File: src/rtl/multicycle_control_if.sv
// ============================================================================
// Module   : multicycle_control_if
// Brief    : Opcode/handshake inputs and datapath strobes of the multi-cycle
//            MIPS main control unit, bundled with master/slave views.
// Revision : 1.0 - initial release
// ============================================================================
`default_nettype none

interface multicycle_control_if #(
    parameter int CNT_W = 16
);
    logic [5:0]       Opcode;
    logic             MemReady;
    logic             PCWrite;
    logic             PCWriteCond;
    logic             PCWriteCondNE;
    logic             IorD;
    logic             MemRead;
    logic             MemWrite;
    logic             IRWrite;
    logic [1:0]       MemtoReg;
    logic [1:0]       RegDst;
    logic             RegWrite;
    logic             ALUSrcA;
    logic [1:0]       ALUSrcB;
    logic [2:0]       ALUOp;
    logic [1:0]       PCSource;
    logic             IllegalOp;
    logic [3:0]       State;
    logic [CNT_W-1:0] InstrCount;

    // Control-unit side
    modport master (
        input  Opcode, MemReady,
        output PCWrite, PCWriteCond, PCWriteCondNE, IorD, MemRead, MemWrite,
               IRWrite, MemtoReg, RegDst, RegWrite, ALUSrcA, ALUSrcB, ALUOp,
               PCSource, IllegalOp, State, InstrCount
    );

    // Datapath / memory side
    modport slave (
        output Opcode, MemReady,
        input  PCWrite, PCWriteCond, PCWriteCondNE, IorD, MemRead, MemWrite,
               IRWrite, MemtoReg, RegDst, RegWrite, ALUSrcA, ALUSrcB, ALUOp,
               PCSource, IllegalOp, State, InstrCount
    );
endinterface

`default_nettype wire

File: src/rtl/multicycle_control.sv
// ============================================================================
// Module   : multicycle_control
// Brief    : Multi-cycle MIPS main control FSM with retired-instruction
//            counter. Define CONTROL_JAL_EN to decode opcode 0x03 as JAL.
// Revision : 1.0 - initial release
// ============================================================================
`default_nettype none

module multicycle_control #(
    parameter logic [2:0] ALUOP_RTYPE  = 3'b111,
    parameter logic [2:0] ALUOP_ADD    = 3'b100,
    parameter logic [2:0] ALUOP_OR     = 3'b101,
    parameter logic [2:0] ALUOP_BRANCH = 3'b001,
    parameter int         CNT_W        = 16
) (
    input  wire logic              clk,
    input  wire logic              reset,
    multicycle_control_if.master   bus
);

    localparam logic [3:0] c_IDLE      = 4'd0;
    localparam logic [3:0] c_FETCH     = 4'd1;
    localparam logic [3:0] c_DECODE    = 4'd2;
    localparam logic [3:0] c_MEM_ADDR  = 4'd3;
    localparam logic [3:0] c_MEM_READ  = 4'd4;
    localparam logic [3:0] c_LW_WB     = 4'd5;
    localparam logic [3:0] c_MEM_WRITE = 4'd6;
    localparam logic [3:0] c_R_EXEC    = 4'd7;
    localparam logic [3:0] c_R_WB      = 4'd8;
    localparam logic [3:0] c_BRANCH    = 4'd9;
    localparam logic [3:0] c_I_EXEC    = 4'd10;
    localparam logic [3:0] c_I_WB      = 4'd11;
    localparam logic [3:0] c_JUMP      = 4'd12;
    localparam logic [3:0] c_JAL       = 4'd13;
    localparam logic [3:0] c_ILLEGAL   = 4'd14;

    localparam logic [5:0] c_OP_RTYPE = 6'h00;
    localparam logic [5:0] c_OP_J     = 6'h02;
    localparam logic [5:0] c_OP_JAL   = 6'h03;
    localparam logic [5:0] c_OP_BEQ   = 6'h04;
    localparam logic [5:0] c_OP_BNE   = 6'h05;
    localparam logic [5:0] c_OP_ADDI  = 6'h08;
    localparam logic [5:0] c_OP_ORI   = 6'h0D;
    localparam logic [5:0] c_OP_LW    = 6'h23;
    localparam logic [5:0] c_OP_SW    = 6'h2B;

    logic [3:0]       r_state;
    logic [3:0]       w_next;
    logic [5:0]       r_op;
    logic [CNT_W-1:0] r_count;
    logic             w_count_en;

    logic             w_pc_write, w_pc_write_cond, w_pc_write_cond_ne;
    logic             w_iord, w_mem_read, w_mem_write, w_ir_write;
    logic [1:0]       w_mem_to_reg, w_reg_dst;
    logic             w_reg_write, w_alu_src_a;
    logic [1:0]       w_alu_src_b, w_pc_source;
    logic [2:0]       w_alu_op;
    logic             w_illegal;

    // State register plus the latched opcode and the retired-instruction count
    always_ff @(posedge clk or negedge reset) begin
        if (!reset) begin
            r_state <= c_IDLE;
            r_op    <= '0;
            r_count <= '0;
        end else begin
            r_state <= w_next;
            if (r_state == c_DECODE) r_op <= bus.Opcode;
            if (w_count_en)          r_count <= r_count + 1'b1;
        end
    end

    always_comb begin
        w_next = c_IDLE;
        case (r_state)
            c_IDLE:      w_next = c_FETCH;
            c_FETCH:     w_next = bus.MemReady ? c_DECODE : c_FETCH;
            c_DECODE: begin
                case (bus.Opcode)
                    c_OP_RTYPE:         w_next = c_R_EXEC;
                    c_OP_LW, c_OP_SW:   w_next = c_MEM_ADDR;
                    c_OP_BEQ, c_OP_BNE: w_next = c_BRANCH;
                    c_OP_ADDI, c_OP_ORI: w_next = c_I_EXEC;
                    c_OP_J:             w_next = c_JUMP;
`ifdef CONTROL_JAL_EN
                    c_OP_JAL:           w_next = c_JAL;
`else
                    c_OP_JAL:           w_next = c_ILLEGAL;
`endif
                    default:            w_next = c_ILLEGAL;
                endcase
            end
            c_MEM_ADDR:  w_next = (r_op == c_OP_SW) ? c_MEM_WRITE : c_MEM_READ;
            c_MEM_READ:  w_next = bus.MemReady ? c_LW_WB : c_MEM_READ;
            c_LW_WB:     w_next = c_FETCH;
            c_MEM_WRITE: w_next = bus.MemReady ? c_FETCH : c_MEM_WRITE;
            c_R_EXEC:    w_next = c_R_WB;
            c_R_WB:      w_next = c_FETCH;
            c_BRANCH:    w_next = c_FETCH;
            c_I_EXEC:    w_next = c_I_WB;
            c_I_WB:      w_next = c_FETCH;
            c_JUMP:      w_next = c_FETCH;
`ifdef CONTROL_JAL_EN
            c_JAL:       w_next = c_FETCH;
`endif
            c_ILLEGAL:   w_next = c_FETCH;
            default:     w_next = c_IDLE;
        endcase
    end

    // Only a completing instruction returns to FETCH from these states
    assign w_count_en = (w_next == c_FETCH) &&
                        (r_state inside {c_LW_WB, c_MEM_WRITE, c_R_WB, c_BRANCH,
                                         c_I_WB, c_JUMP, c_JAL});

    always_comb begin
        w_pc_write         = 1'b0;
        w_pc_write_cond    = 1'b0;
        w_pc_write_cond_ne = 1'b0;
        w_iord             = 1'b0;
        w_mem_read         = 1'b0;
        w_mem_write        = 1'b0;
        w_ir_write         = 1'b0;
        w_mem_to_reg       = 2'b00;
        w_reg_dst          = 2'b00;
        w_reg_write        = 1'b0;
        w_alu_src_a        = 1'b0;
        w_alu_src_b        = 2'b00;
        w_alu_op           = ALUOP_ADD;
        w_pc_source        = 2'b00;
        w_illegal          = 1'b0;
        case (r_state)
            c_IDLE:      w_alu_op = 3'b000;
            c_FETCH: begin
                w_mem_read  = 1'b1;
                w_alu_src_b = 2'b01;
                w_ir_write  = bus.MemReady;
                w_pc_write  = bus.MemReady;
            end
            c_DECODE:    w_alu_src_b = 2'b11;
            c_MEM_ADDR: begin
                w_alu_src_a = 1'b1;
                w_alu_src_b = 2'b10;
            end
            c_MEM_READ: begin
                w_mem_read = 1'b1;
                w_iord     = 1'b1;
            end
            c_LW_WB: begin
                w_reg_write  = 1'b1;
                w_mem_to_reg = 2'b01;
            end
            c_MEM_WRITE: begin
                w_mem_write = 1'b1;
                w_iord      = 1'b1;
            end
            c_R_EXEC: begin
                w_alu_src_a = 1'b1;
                w_alu_op    = ALUOP_RTYPE;
            end
            c_R_WB: begin
                w_reg_write = 1'b1;
                w_reg_dst   = 2'b01;
            end
            c_BRANCH: begin
                w_alu_src_a        = 1'b1;
                w_alu_op           = ALUOP_BRANCH;
                w_pc_source        = 2'b01;
                w_pc_write_cond    = (r_op == c_OP_BEQ);
                w_pc_write_cond_ne = (r_op == c_OP_BNE);
            end
            c_I_EXEC: begin
                w_alu_src_a = 1'b1;
                w_alu_src_b = 2'b10;
                w_alu_op    = (r_op == c_OP_ORI) ? ALUOP_OR : ALUOP_ADD;
            end
            c_I_WB:      w_reg_write = 1'b1;
            c_JUMP: begin
                w_pc_write  = 1'b1;
                w_pc_source = 2'b10;
            end
`ifdef CONTROL_JAL_EN
            c_JAL: begin
                w_pc_write   = 1'b1;
                w_pc_source  = 2'b10;
                w_reg_write  = 1'b1;
                w_reg_dst    = 2'b10;
                w_mem_to_reg = 2'b10;
            end
`endif
            c_ILLEGAL:   w_illegal = 1'b1;
            default:     w_alu_op  = 3'b000;
        endcase
    end

    assign bus.PCWrite       = w_pc_write;
    assign bus.PCWriteCond   = w_pc_write_cond;
    assign bus.PCWriteCondNE = w_pc_write_cond_ne;
    assign bus.IorD          = w_iord;
    assign bus.MemRead       = w_mem_read;
    assign bus.MemWrite      = w_mem_write;
    assign bus.IRWrite       = w_ir_write;
    assign bus.MemtoReg      = w_mem_to_reg;
    assign bus.RegDst        = w_reg_dst;
    assign bus.RegWrite      = w_reg_write;
    assign bus.ALUSrcA       = w_alu_src_a;
    assign bus.ALUSrcB       = w_alu_src_b;
    assign bus.ALUOp         = w_alu_op;
    assign bus.PCSource      = w_pc_source;
    assign bus.IllegalOp     = w_illegal;
    assign bus.State         = r_state;
    assign bus.InstrCount    = r_count;

endmodule

`default_nettype wire

File: src/flat_wrapper.sv
// flat-port wrapper written by rule: the top's interface ports become plain ports
module multicycle_control_flat 
#(
    parameter logic [2:0] ALUOP_RTYPE  = 3'b111,
    parameter logic [2:0] ALUOP_ADD    = 3'b100,
    parameter logic [2:0] ALUOP_OR     = 3'b101,
    parameter logic [2:0] ALUOP_BRANCH = 3'b001,
    parameter int         CNT_W        = 16
)
  (clk, reset, bus_Opcode, bus_MemReady, bus_PCWrite, bus_PCWriteCond, bus_PCWriteCondNE, bus_IorD, bus_MemRead, bus_MemWrite, bus_IRWrite, bus_MemtoReg, bus_RegDst, bus_RegWrite, bus_ALUSrcA, bus_ALUSrcB, bus_ALUOp, bus_PCSource, bus_IllegalOp, bus_State, bus_InstrCount);
  multicycle_control_if #(.CNT_W(CNT_W)) bus_i ();
  input  wire logic clk;
  input  wire logic reset;
  input wire logic [$bits(bus_i.Opcode)-1:0] bus_Opcode;
  input wire logic [$bits(bus_i.MemReady)-1:0] bus_MemReady;
  output wire logic [$bits(bus_i.PCWrite)-1:0] bus_PCWrite;
  output wire logic [$bits(bus_i.PCWriteCond)-1:0] bus_PCWriteCond;
  output wire logic [$bits(bus_i.PCWriteCondNE)-1:0] bus_PCWriteCondNE;
  output wire logic [$bits(bus_i.IorD)-1:0] bus_IorD;
  output wire logic [$bits(bus_i.MemRead)-1:0] bus_MemRead;
  output wire logic [$bits(bus_i.MemWrite)-1:0] bus_MemWrite;
  output wire logic [$bits(bus_i.IRWrite)-1:0] bus_IRWrite;
  output wire logic [$bits(bus_i.MemtoReg)-1:0] bus_MemtoReg;
  output wire logic [$bits(bus_i.RegDst)-1:0] bus_RegDst;
  output wire logic [$bits(bus_i.RegWrite)-1:0] bus_RegWrite;
  output wire logic [$bits(bus_i.ALUSrcA)-1:0] bus_ALUSrcA;
  output wire logic [$bits(bus_i.ALUSrcB)-1:0] bus_ALUSrcB;
  output wire logic [$bits(bus_i.ALUOp)-1:0] bus_ALUOp;
  output wire logic [$bits(bus_i.PCSource)-1:0] bus_PCSource;
  output wire logic [$bits(bus_i.IllegalOp)-1:0] bus_IllegalOp;
  output wire logic [$bits(bus_i.State)-1:0] bus_State;
  output wire logic [$bits(bus_i.InstrCount)-1:0] bus_InstrCount;
  assign bus_i.Opcode = bus_Opcode;
  assign bus_i.MemReady = bus_MemReady;
  assign bus_PCWrite = bus_i.PCWrite;
  assign bus_PCWriteCond = bus_i.PCWriteCond;
  assign bus_PCWriteCondNE = bus_i.PCWriteCondNE;
  assign bus_IorD = bus_i.IorD;
  assign bus_MemRead = bus_i.MemRead;
  assign bus_MemWrite = bus_i.MemWrite;
  assign bus_IRWrite = bus_i.IRWrite;
  assign bus_MemtoReg = bus_i.MemtoReg;
  assign bus_RegDst = bus_i.RegDst;
  assign bus_RegWrite = bus_i.RegWrite;
  assign bus_ALUSrcA = bus_i.ALUSrcA;
  assign bus_ALUSrcB = bus_i.ALUSrcB;
  assign bus_ALUOp = bus_i.ALUOp;
  assign bus_PCSource = bus_i.PCSource;
  assign bus_IllegalOp = bus_i.IllegalOp;
  assign bus_State = bus_i.State;
  assign bus_InstrCount = bus_i.InstrCount;
  multicycle_control #(.ALUOP_RTYPE(ALUOP_RTYPE), .ALUOP_ADD(ALUOP_ADD), .ALUOP_OR(ALUOP_OR), .ALUOP_BRANCH(ALUOP_BRANCH), .CNT_W(CNT_W)) u_core (.clk(clk), .reset(reset), .bus(bus_i));
endmodule
File: config.mk
export PLATFORM = sky130hd
export DESIGN_NAME = multicycle_control_flat
export DESIGN_NICKNAME = d
export VERILOG_FILES = /design/src/rtl/multicycle_control_if.sv /design/src/rtl/multicycle_control.sv /design/src/flat_wrapper.sv
export SDC_FILE = /design/constraint.sdc
export NUM_CORES = 1
export LEC_CHECK = 0
export BUFFER_PORTS_ARGS = -buffer_cell sky130_fd_sc_hd__buf_2
export CAP_MARGIN = 25
export CORE_ASPECT_RATIO = 0.9
export CORE_MARGIN = 5
export CORE_UTILIZATION = 48
export CTS_BUF_LIST = sky130_fd_sc_hd__clkbuf_8
export CTS_CLUSTER_SIZE = 16
export DETAILED_ROUTE_END_ITERATION = 10
export HOLD_SLACK_MARGIN = 0.12
export PLACE_DENSITY = 0.75
export SYNTH_ARGS = -nofsm -noshare
export SYNTH_HDL_FRONTEND = slang
export SYNTH_SLANG_ARGS = --single-unit
File: constraint.sdc
create_clock -name clk -period 2.25 [get_ports clk]
set_input_delay 0.225 -clock clk [delete_from_list [all_inputs] [get_ports clk]]
set_output_delay 0.225 -clock clk [all_outputs]
set_load 0.01 [all_outputs]
==> results of run 1 <==
-- metal layers --
layer | vias to the layer above | wire length [um] | share of wire [%]
met5 | - | 0 | 0
met4 | 0 | 27 | 0.72
met3 | 2 | 183 | 4.9
met2 | 40 | 1785 | 48
met1 | 695 | 1745 | 47
li1 | 741 | - | -
-- registers in the layout (all words and copies together) (netlist names) --
| name | cells |
|---|---|
| u_core.bus.InstrCount | 16 |
| u_core.bus.State | 4 |
| u_core.r_op | 6 |
-- logic make-up after synthesis --
family / Yosys count / synth area share, %
buffers and inverters: 18 / 5.842
muxes: 4 / 2.547
and+or+nand+nor: 95 / 32.74
other: 1 / 0.2245
xor gates and xnor gates: 16 / 8.390
adders and majority gates: 1 / 0.7489
DFF: 26 / 38.95
AOI/OAI and AO/OA: 24 / 10.56
-- how the worst max path moves through the flow --
stage                         from                  endpoint  depth (start not counted)
2_1_floorplan  u_core.bus.State[3]           bus_PCWriteCond                          5
3_3_place_gp   u_core.bus.State[1]  u_core.bus.InstrCount[1]                          5
3_5_place_dp   u_core.bus.State[1]  u_core.bus.InstrCount[1]                          5
4_1_cts        u_core.bus.State[1]  u_core.bus.InstrCount[1]                          5
5_1_grt        u_core.bus.State[2]           bus_PCWriteCond                          5
6_report       u_core.bus.State[1]  u_core.bus.InstrCount[1]                          5
-- cell type report --
| cell class | instances | area, um^2 | share of cell area [%] |
|---|---|---|---|
| multi-input combinational | 142 | 925.9 | 46.40 |
| sequential | 26 | 650.6 | 32.60 |
| clock buffer | 4 | 55.05 | 2.759 |
| tap | 44 | 55.05 | 2.759 |
| timing repair buffer | 54 | 290.3 | 14.55 |
| inverter | 5 | 18.77 | 0.9404 |
-- critical path, stage by stage, from the launching register on --
cell     delay (ps)
dfrtp_1         560
and2b_2         270
nand2_4          90
o32a_4          430
nor2_1          200
mux2_2          350
-- cells in the final DEF (no fill, tap or decap), types with 5 or more instances in the layout --
cell type | netlist | routed
dfrtp_1 | 26 | 26
nand2_1 | 27 | 27
nand2b_1 | 6 | 6
nor4_1 | 5 | 5
nor3_1 | 11 | 11
a21oi_1 | 7 | 7
buf_4 | 2 | 6
xor2_1 | 14 | 14
nor2_1 | 19 | 19
inv_1 | 5 | 5
buf_2 | 6 | 47
-- per-stage QoR --
| step | instances | total power, mW | utilization, % | setup WS [ps] |
|---|---|---|---|---|
| 2_1_floorplan | 186 | 1.585 | - | 343.1 |
| 3_3_place_gp | 270 | 1.914 | 57.15 | 310.6 |
| 3_5_place_dp | 270 | 1.925 | 57.15 | 278.1 |
| 4_1_cts | 275 | 2.228 | 59.07 | 262.9 |
| 5_1_grt | 275 | 2.410 | 59.07 | 100.2 |
| 6_report | 275 | 2.213 | 59.07 | 247.1 |
-- power by group --
part,internal (mW),total [mW],switching (mW)
Clock,0.156,0.298,0.142
Sequential,0.598,0.789,0.191
Combinational,0.476,1.13,0.650
-- repair_timing --
action,CTS,global route
endpoints found under the setup margin,0,0
hold endpoints to repair,26,0
hold buffers,1,0
==> results.sh, run 1 <==
export IMPL_pwr_density_cell_mw_per_mm2=1109
export IMPL_areaGrowthSynthToFinish_pct=19.48
export IMPL_hold_depth=3
export IMPL_required_ps=2410
export IMPL_syn_area_per_cell_um2=9.029
export IMPL_synth_edf_count=0
export IMPL_die_x_um=72.18
export IMPL_antenna_found_initial=0
export IMPL_fin_area_mm2=0.001996
export IMPL_placement_io_buffers=47
export IMPL_ctsResizeCount=0
export IMPL_place_area_mm2=0.001931
export IMPL_drive_gt1_share_pct=31.17
export IMPL_std_cell_rows=20
export IMPL_fillers=326
export IMPL_setup_viol=0
export IMPL_post_cts_buffers=0
export IMPL_htreeDepth=1
export IMPL_core_mm2=0.003378
export IMPL_seq_area_frac_synth_pct=38.95
export IMPL_final_nets=242
export IMPL_setup_tns_ps=0
export IMPL_grt_pass1_vias=1347
export IMPL_viasPerCell=5.375
export IMPL_synth_flop_cell="dfrtp_1"
export IMPL_postRouteAntennaNets=0
export IMPL_drtIter0Drc=200
export IMPL_clock_sink_count=26
export IMPL_yosysMostFrequentCell="nand2_1"
export IMPL_clk_pin_slew_ps=90
export IMPL_synthTopCellsByArea="dfrtp_1, xor2_1, nand2_1"
export IMPL_synth_cells=185
export IMPL_drc=0
export IMPL_rsz0062_at_grt="no"
export IMPL_clockRootBuffer="clkbuf_8"
export IMPL_ir_worst_vdd_mv=0.4510
export IMPL_relSlewSlack_pct=61.15
export IMPL_use_met3_pct=2.736
export IMPL_grt_pass1_wl_um=6499
export IMPL_critPathLaunchType="flop"
export IMPL_drt_first_pass_iters=4
export IMPL_fmax_mhz=499.3
export IMPL_die_area_mm2=0.004761
export IMPL_status="finished clean"
export IMPL_overflow=0
export IMPL_wl_um=3742
export IMPL_clk_latency_ps=270
export IMPL_cp_max_fo=16
export IMPL_synth_seq_cells=26
export IMPL_netlist_area_mm2=0.001670
export IMPL_busiest_layer="met2"
export IMPL_hold_slack_ps=224.5
export IMPL_cp_end_kind="flop"
export IMPL_wl_per_cell_um=13.61
export IMPL_gp_congestion=0.9333
export IMPL_start_util_pct=49.44
export IMPL_n_antenna_cell=0
export IMPL_fin_crit_sh_pct=89.02
export IMPL_grt_usage_pct=17.01
export IMPL_rrSetupSlack_ps=250
export IMPL_fin_crit_ps=2003
export IMPL_vias=1478
export IMPL_synthArstFlopShare_pct=100.0
export IMPL_numCtsBuffers=3
export IMPL_ys_top_cells_by_count="nand2_1, dfrtp_1, nor2_1"
export IMPL_grtUsageMet2_pct=25.91
export IMPL_maxCapViolCount=0
export IMPL_whs_endpoint="u_core.r_op[3]"
export IMPL_hold_class="input pin to flop"
export IMPL_pin_count=50
export IMPL_skew_ps=4.602
export IMPL_p_leak_nw=1.022
export IMPL_use_met1_pct=24.95
export IMPL_synth_distinct_cells=49
export IMPL_reg2reg_from="u_core.bus.State[1]"
export IMPL_synth_top_area_cell="dfrtp_1"
export IMPL_crit_arrival_ps=2170
export IMPL_rr_worst_depth=5
export IMPL_hpwlAfterDp_um=2838
export IMPL_cts_tree="built"
export IMPL_worst_pin_slew_ps=582.8
export IMPL_finalHoldViolations=0
export IMPL_grt_max_degree=27
export IMPL_cts_buffer_depth=2
export IMPL_yosysWarnings=0
export IMPL_synth_top_area_share_pct=38.95
export IMPL_hold_start="bus_Opcode[3]"
export IMPL_crit_type="flop to flop"
export IMPL_die_h_um=65.97
export IMPL_drv_slew=0
export IMPL_reg2reg_to="u_core.bus.InstrCount[1]"
No activity file was read; power rests on OpenSTA's default activity.
==> run 2, diff against run 1 <==
--- a/config.mk
+++ b/config.mk
@@ -14,7 +14,7 @@
 export CTS_CLUSTER_SIZE = 16
 export DETAILED_ROUTE_END_ITERATION = 10
 export HOLD_SLACK_MARGIN = 0.12
-export PLACE_DENSITY = 0.75
+export PLACE_DENSITY_LB_ADDON = 0.2
 export SYNTH_ARGS = -nofsm -noshare
 export SYNTH_HDL_FRONTEND = slang
 export SYNTH_SLANG_ARGS = --single-unit
==> run 2 against run 1 <==
- register-to-register slack got worse by 50 ps
- fmax fell by 2.6%
- clock skew rose by 4.4 ps
- final cell count rose by 1.5%
- global-route usage rose by 0.45 points
==> results.sh, run 2 (synthesized netlist as in run 1, its figures left out) <==
export IMPL_relSlewSlack_pct=61.31
export IMPL_start_util_pct=49.44
export IMPL_rsz0062_at_grt="no"
export IMPL_clk_latency_ps=270
export IMPL_worst_pin_slew_ps=579.7
export IMPL_grt_pass1_vias=1406
export IMPL_crit_arrival_ps=2250
export IMPL_ir_worst_vdd_mv=0.6608
export IMPL_die_h_um=65.97
export IMPL_vias=1493
export IMPL_cts_tree="built"
export IMPL_die_area_mm2=0.004761
export IMPL_crit_chain="buf_4 -> nor2_2 -> nand2_4 -> o32a_4 -> nor4_1 -> xor2_1"
export IMPL_wl_um=3872
export IMPL_maxCapViolCount=0
export IMPL_power_frac_comb_pct=50.6
export IMPL_sw_frac_of_total_pct=42.88
export IMPL_crit_slowest_cell="dfrtp_1"
export IMPL_pin_count=50
export IMPL_overflow=0
export IMPL_skew_ps=9.051
export IMPL_crit_type="flop to flop"
export IMPL_intPower_mw=1.340
export IMPL_required_ps=2440
export IMPL_setup_viol=0
export IMPL_largest_reg_flops=16
export IMPL_sequentialPowerShare_pct=33.2
export IMPL_postRouteAntennaNets=0
export IMPL_multiInputGateArea_um2=928.4
export IMPL_crit_family="simple AND/OR/NAND/NOR gates"
export IMPL_numCtsBuffers=3
export IMPL_areaGrowthSynthToFinish_pct=22.40
export IMPL_drt_first_pass_iters=4
export IMPL_path_buf_inv=1
export IMPL_clk_pin_slew_ps=90
export IMPL_slowest_delay_ps=430
export IMPL_cp_end_kind="flop"
export IMPL_hold_class="input pin to flop"
export IMPL_drc=0
export IMPL_clock_sink_count=26
export IMPL_final_common_cell="buf_2"
export IMPL_critPathLaunchType="flop"
export IMPL_std_cell_rows=20
export IMPL_fmax_mhz=486.2
export IMPL_placement_io_buffers=47
export IMPL_grt_pass1_wl_um=6624
export IMPL_hold_slack_ps=220.1
export IMPL_grt_usage_pct=17.45
export IMPL_cp_max_fo=16
export IMPL_antenna_found_initial=0
export IMPL_wl_per_cell_um=13.88
export IMPL_gp_congestion=0.9040
export IMPL_n_antenna_cell=0
export IMPL_status="finished clean"
export IMPL_mostFrequentLayoutCells="buf_2, nand2_1, dfrtp_1"
export IMPL_seq_area_um2=650.6
export IMPL_p_total_mw=2.346
export IMPL_p_switching_mw=1.006
export IMPL_hpwlAfterDp_um=3024
export IMPL_drive_gt1_share_pct=32.77
export IMPL_fillers=326
export IMPL_clockPowerShare_pct=16.2
export IMPL_setup_tns_ps=0
export IMPL_finalHoldViolations=0
export IMPL_pwr_density_cell_mw_per_mm2=1147
export IMPL_drv_slew=0
export IMPL_clockRootBuffer="clkbuf_8"
export IMPL_die_x_um=72.18
export IMPL_viasPerCell=5.351
export IMPL_rrSetupSlack_ps=190
export IMPL_fin_crit_ps=2057
export IMPL_cts_buffer_depth=2
export IMPL_fin_crit_sh_pct=91.41
export IMPL_core_mm2=0.003378
export IMPL_p_leak_nw=1.049
export IMPL_final_nets=246
export IMPL_htreeDepth=1
export IMPL_grt_max_degree=27
export IMPL_drtIter0Drc=109
## run 2: cell types whose count changed in the layout (fill, tap and decap cells not counted), sizes merged
cell / delta
clkbuf: -1
bufinv: +1
buf: +4
## run 2: metal layers
metal | GRT usage, % | wire length (um) | part of all wire (%) | vias to the layer above
li1 | - | - | - | 753
met1 | 25.45 | 1818 | 47 | 702
met2 | 26.93 | 1827 | 47 | 36
met3 | 4.559 | 220 | 5.7 | 2
met4 | 1.408 | 4 | 0.10 | 0
met5 | 0 | 0 | 0 | -
## run 2: layout make-up
type | count | area share, %
Multi-Input combinational cell | 142 | 45.41
Inverter | 5 | 0.9180
Clock buffer | 3 | 2.020
Tap cell | 44 | 2.693
Clock inverter | 1 | 1.469
Sequential cell | 26 | 31.82
Timing Repair Buffer | 58 | 15.67
## run 2: through the flow
stage	area [um^2]	instances	utilization (%)	worst slack, ps
global placement	1961	274	58.04	155.1
global route	2044	279	60.52	37.21
finish	2044	279	60.52	193.3
floorplan	1674	186	-	343.1
detailed placement	1961	274	58.04	83.55
CTS	2042	279	60.44	76.20
## run 2: worst paths after layout
kind                                             end                 startpoint  cells past startpoint
max in group asynchronous  u_core.bus.InstrCount[12]                      reset                      2
max reg2reg                u_core.bus.InstrCount[12]        u_core.bus.State[3]                      6
max                        u_core.bus.InstrCount[12]        u_core.bus.State[3]                      6
min reg2reg                u_core.bus.InstrCount[15]  u_core.bus.InstrCount[15]                      1
min                                   u_core.r_op[3]              bus_Opcode[3]                      3
min in group asynchronous        u_core.bus.State[2]                      reset                      2
## run 2: tightest hold or removal path, stage by stage
cell and delay (ps):
buf_2 130, nand2_1 60, nand2_1 40
## run 2: what timing repair did
| item | 4_1_cts | 5_1_grt |
|---|---|---|
| endpoints found under the setup margin | 0 | 3 |
| gates resized for setup | 0 | 1 |
| endpoints found under the hold margin | 26 | 0 |
| setup buffers | 0 | 0 |
| hold buffers | 1 | 0 |
## run 2: power by group through the flow
stage	logic (mW)	clock network, mW	registers [mW]
2_1_floorplan	0.831	0	0.754
6_report	1.19	0.380	0.778
3_5_place_dp	1.19	0	0.788
5_1_grt	1.32	0.413	0.811
3_3_place_gp	1.18	0	0.777
4_1_cts	1.19	0.387	0.778
==> run 3, diff against run 2 <==
--- a/config.mk
+++ b/config.mk
@@ -15,6 +15,8 @@
 export DETAILED_ROUTE_END_ITERATION = 10
 export HOLD_SLACK_MARGIN = 0.12
 export PLACE_DENSITY_LB_ADDON = 0.2
+export RECOVER_POWER = 100
+export REMOVE_ABC_BUFFERS = 1
 export SYNTH_ARGS = -nofsm -noshare
 export SYNTH_HDL_FRONTEND = slang
 export SYNTH_SLANG_ARGS = --single-unit
==> run 3 against run 2 <==
- hold slack got worse by 0.74 ps
- combinational power down 5%
- final cell count did not move
- clock power is 33% lower
- first-iteration DRC count is 46% higher
- critical endpoint unchanged
- largest cell class unchanged
- highest routed layer unchanged
==> results.sh, run 3 (synthesized netlist as in run 1, its figures left out) <==
export IMPL_status="finished clean"
export IMPL_pwr_density_cell_mw_per_mm2=1115
export IMPL_wl_um=4028
export IMPL_drc=0
export IMPL_crit_arrival_ps=2240
export IMPL_n_antenna_cell=0
export IMPL_overflow=0
export IMPL_hpwlAfterDp_um=3023
export IMPL_finalHoldViolations=0
export IMPL_cp_max_fo=16
export IMPL_path_buf_inv=1
export IMPL_start_util_pct=49.44
export IMPL_clk_latency_ps=260
export IMPL_dr_wl_met2_um=1891
export IMPL_pin_count=50
export IMPL_final_nets=247
export IMPL_cp_end_kind="flop"
export IMPL_ir_worst_vdd_mv=0.4167
export IMPL_largest_reg_flops=16
export IMPL_clock_sink_count=26
export IMPL_wl_per_cell_um=14.44
export IMPL_viasPerCell=5.513
export IMPL_mostFrequentLayoutCells="clkbuf_1, nand2_1, dfrtp_1"
export IMPL_die_area_mm2=0.004761
export IMPL_gp_congestion=0.8407
export IMPL_wl_met3_um=243
export IMPL_drv_slew=0
export IMPL_areaGrowthSynthToFinish_pct=15.66
export IMPL_numCtsBuffers=3
export IMPL_required_ps=2440
export IMPL_cts_tree="built"
export IMPL_placement_io_buffers=47
export IMPL_fin_crit_ps=2058
export IMPL_postRouteAntennaNets=0
export IMPL_hold_start="bus_Opcode[3]"
export IMPL_drtIter0Drc=159
export IMPL_critPathLaunchType="flop"
export IMPL_timing_final_ws_setup_ps=192.2
export IMPL_crit_type="flop to flop"
export IMPL_top_layer="met4"
export IMPL_wl_met1_um=1886
export IMPL_crit_family="simple AND/OR/NAND/NOR gates"
export IMPL_setup_tns_ps=0
export IMPL_p_leak_nw=0.8807
export IMPL_reg2reg_from="u_core.bus.State[1]"
export IMPL_slowest_delay_ps=450
export IMPL_post_cts_buffers=0
export IMPL_crit_start="u_core.bus.State[1]"
export IMPL_core_mm2=0.003378
export IMPL_grt_max_degree=27
export IMPL_clockRootBuffer="clkbuf_8"
export IMPL_maxCapViolCount=0
export IMPL_setup_viol=0
export IMPL_grt_pass1_wl_um=6658
export IMPL_vias=1538
export IMPL_crit_slowest_cell="dfrtp_1"
export IMPL_htreeDepth=1
export IMPL_clk_pin_slew_ps=90
export IMPL_antenna_found_initial=0
export IMPL_fin_crit_sh_pct=91.46
export IMPL_grt_usage_pct=17.29
export IMPL_rsz0062_at_grt="no"
export IMPL_drt_first_pass_iters=4
export IMPL_skew_ps=2.278
export IMPL_cts_buffer_depth=2
export IMPL_die_h_um=65.97
export IMPL_die_x_um=72.18
export IMPL_rrSetupSlack_ps=190
export IMPL_relSlewSlack_pct=7.587
export IMPL_hold_class="input pin to flop"
export IMPL_drive_gt1_share_pct=14.04
export IMPL_grt_pass1_vias=1369
export IMPL_pre_cts_ws_ps=126.0
export IMPL_fmax_mhz=486.0
export IMPL_crit_chain="buf_4 -> and2b_2 -> nand2_4 -> o32a_4 -> nor4_1 -> xor2_1"
export IMPL_final_common_cell="clkbuf_1"
export IMPL_worst_pin_slew_ps=1386
export IMPL_std_cell_rows=20
-- run 3: changes by cell type in the layout (fill, tap and decap cells not counted) --
cell and delta:
nor4_1 +1, bufinv_16 -1, nor4b_1 +2, clkbuf_1 +40
buf_4 -2, buf_2 -37, nor4_4 -1, nor3b_1 +1
nor4b_2 -2, nor3b_2 -1
-- run 3: repair_timing --
action / in CTS / in global routing
hold endpoints to repair: 26 / 0
hold buffers: 1 / 0
resized for setup: 0 / 1
endpoints found under the setup margin: 0 / 2
-- run 3: through the flow --
step	utilization, %	power (mW)	std cells	hold WS (ps)	cell area [um^2]
6_report	57.19	2.153	279	219.3	1932
4_1_cts	59.78	2.250	279	211.8	2019
3_3_place_gp	58.26	1.967	275	263.2	1968
5_1_grt	57.19	2.338	279	237.3	1932
2_1_floorplan	-	1.494	173	-70.59	1595
3_5_place_dp	58.26	1.983	275	262.4	1968
-- run 3: per-layer routing --
layer  track usage [%]  vias up
met4             1.408        0
met5                 0        -
met2             27.61       35
li1                  -      751
met3             3.040        2
met1             25.31      750
-- run 3: power breakdown --
group	total [mW]	switching (mW)	internal, mW	leakage (nW)
Sequential	0.768	0.169	0.599	0.333
Combinational	1.13	0.682	0.447	0.527
Clock	0.256	0.136	0.120	0.0216
Total	2.15	0.988	1.17	0.881
-- run 3: final timing paths --
| check | end | depth (start not counted) |
|---|---|---|
| max | u_core.bus.InstrCount[12] | 6 |
| min | u_core.r_op[3] | 3 |
| max reg2reg | u_core.bus.InstrCount[12] | 6 |
| min reg2reg | u_core.bus.InstrCount[15] | 1 |
| max in group asynchronous | u_core.bus.InstrCount[11] | 2 |
| min in group asynchronous | u_core.bus.State[3] | 2 |
-- run 3: area by class of cell --
| cell class | instances | area [um^2] |
|---|---|---|
| clock buffer | 3 | 41.29 |
| fill | 344 | 1446 |
| inverter | 5 | 18.77 |
| multi-input combinational | 142 | 895.9 |
| sequential | 26 | 650.6 |
| tap | 44 | 55.05 |
| timing repair buffer | 59 | 270.3 |
-- run 3: worst register-to-register path, delay by kind of cell, from the launching register on --
| kind | cells | cell delay (ps) |
|---|---|---|
| AO/OA/AOI/OAI | 1 | 420 |
| XOR/XNOR | 1 | 190 |
| buffers and inverters | 1 | 190 |
| flip-flops | 1 | 450 |
| AND/OR/NAND/NOR | 3 | 720 |
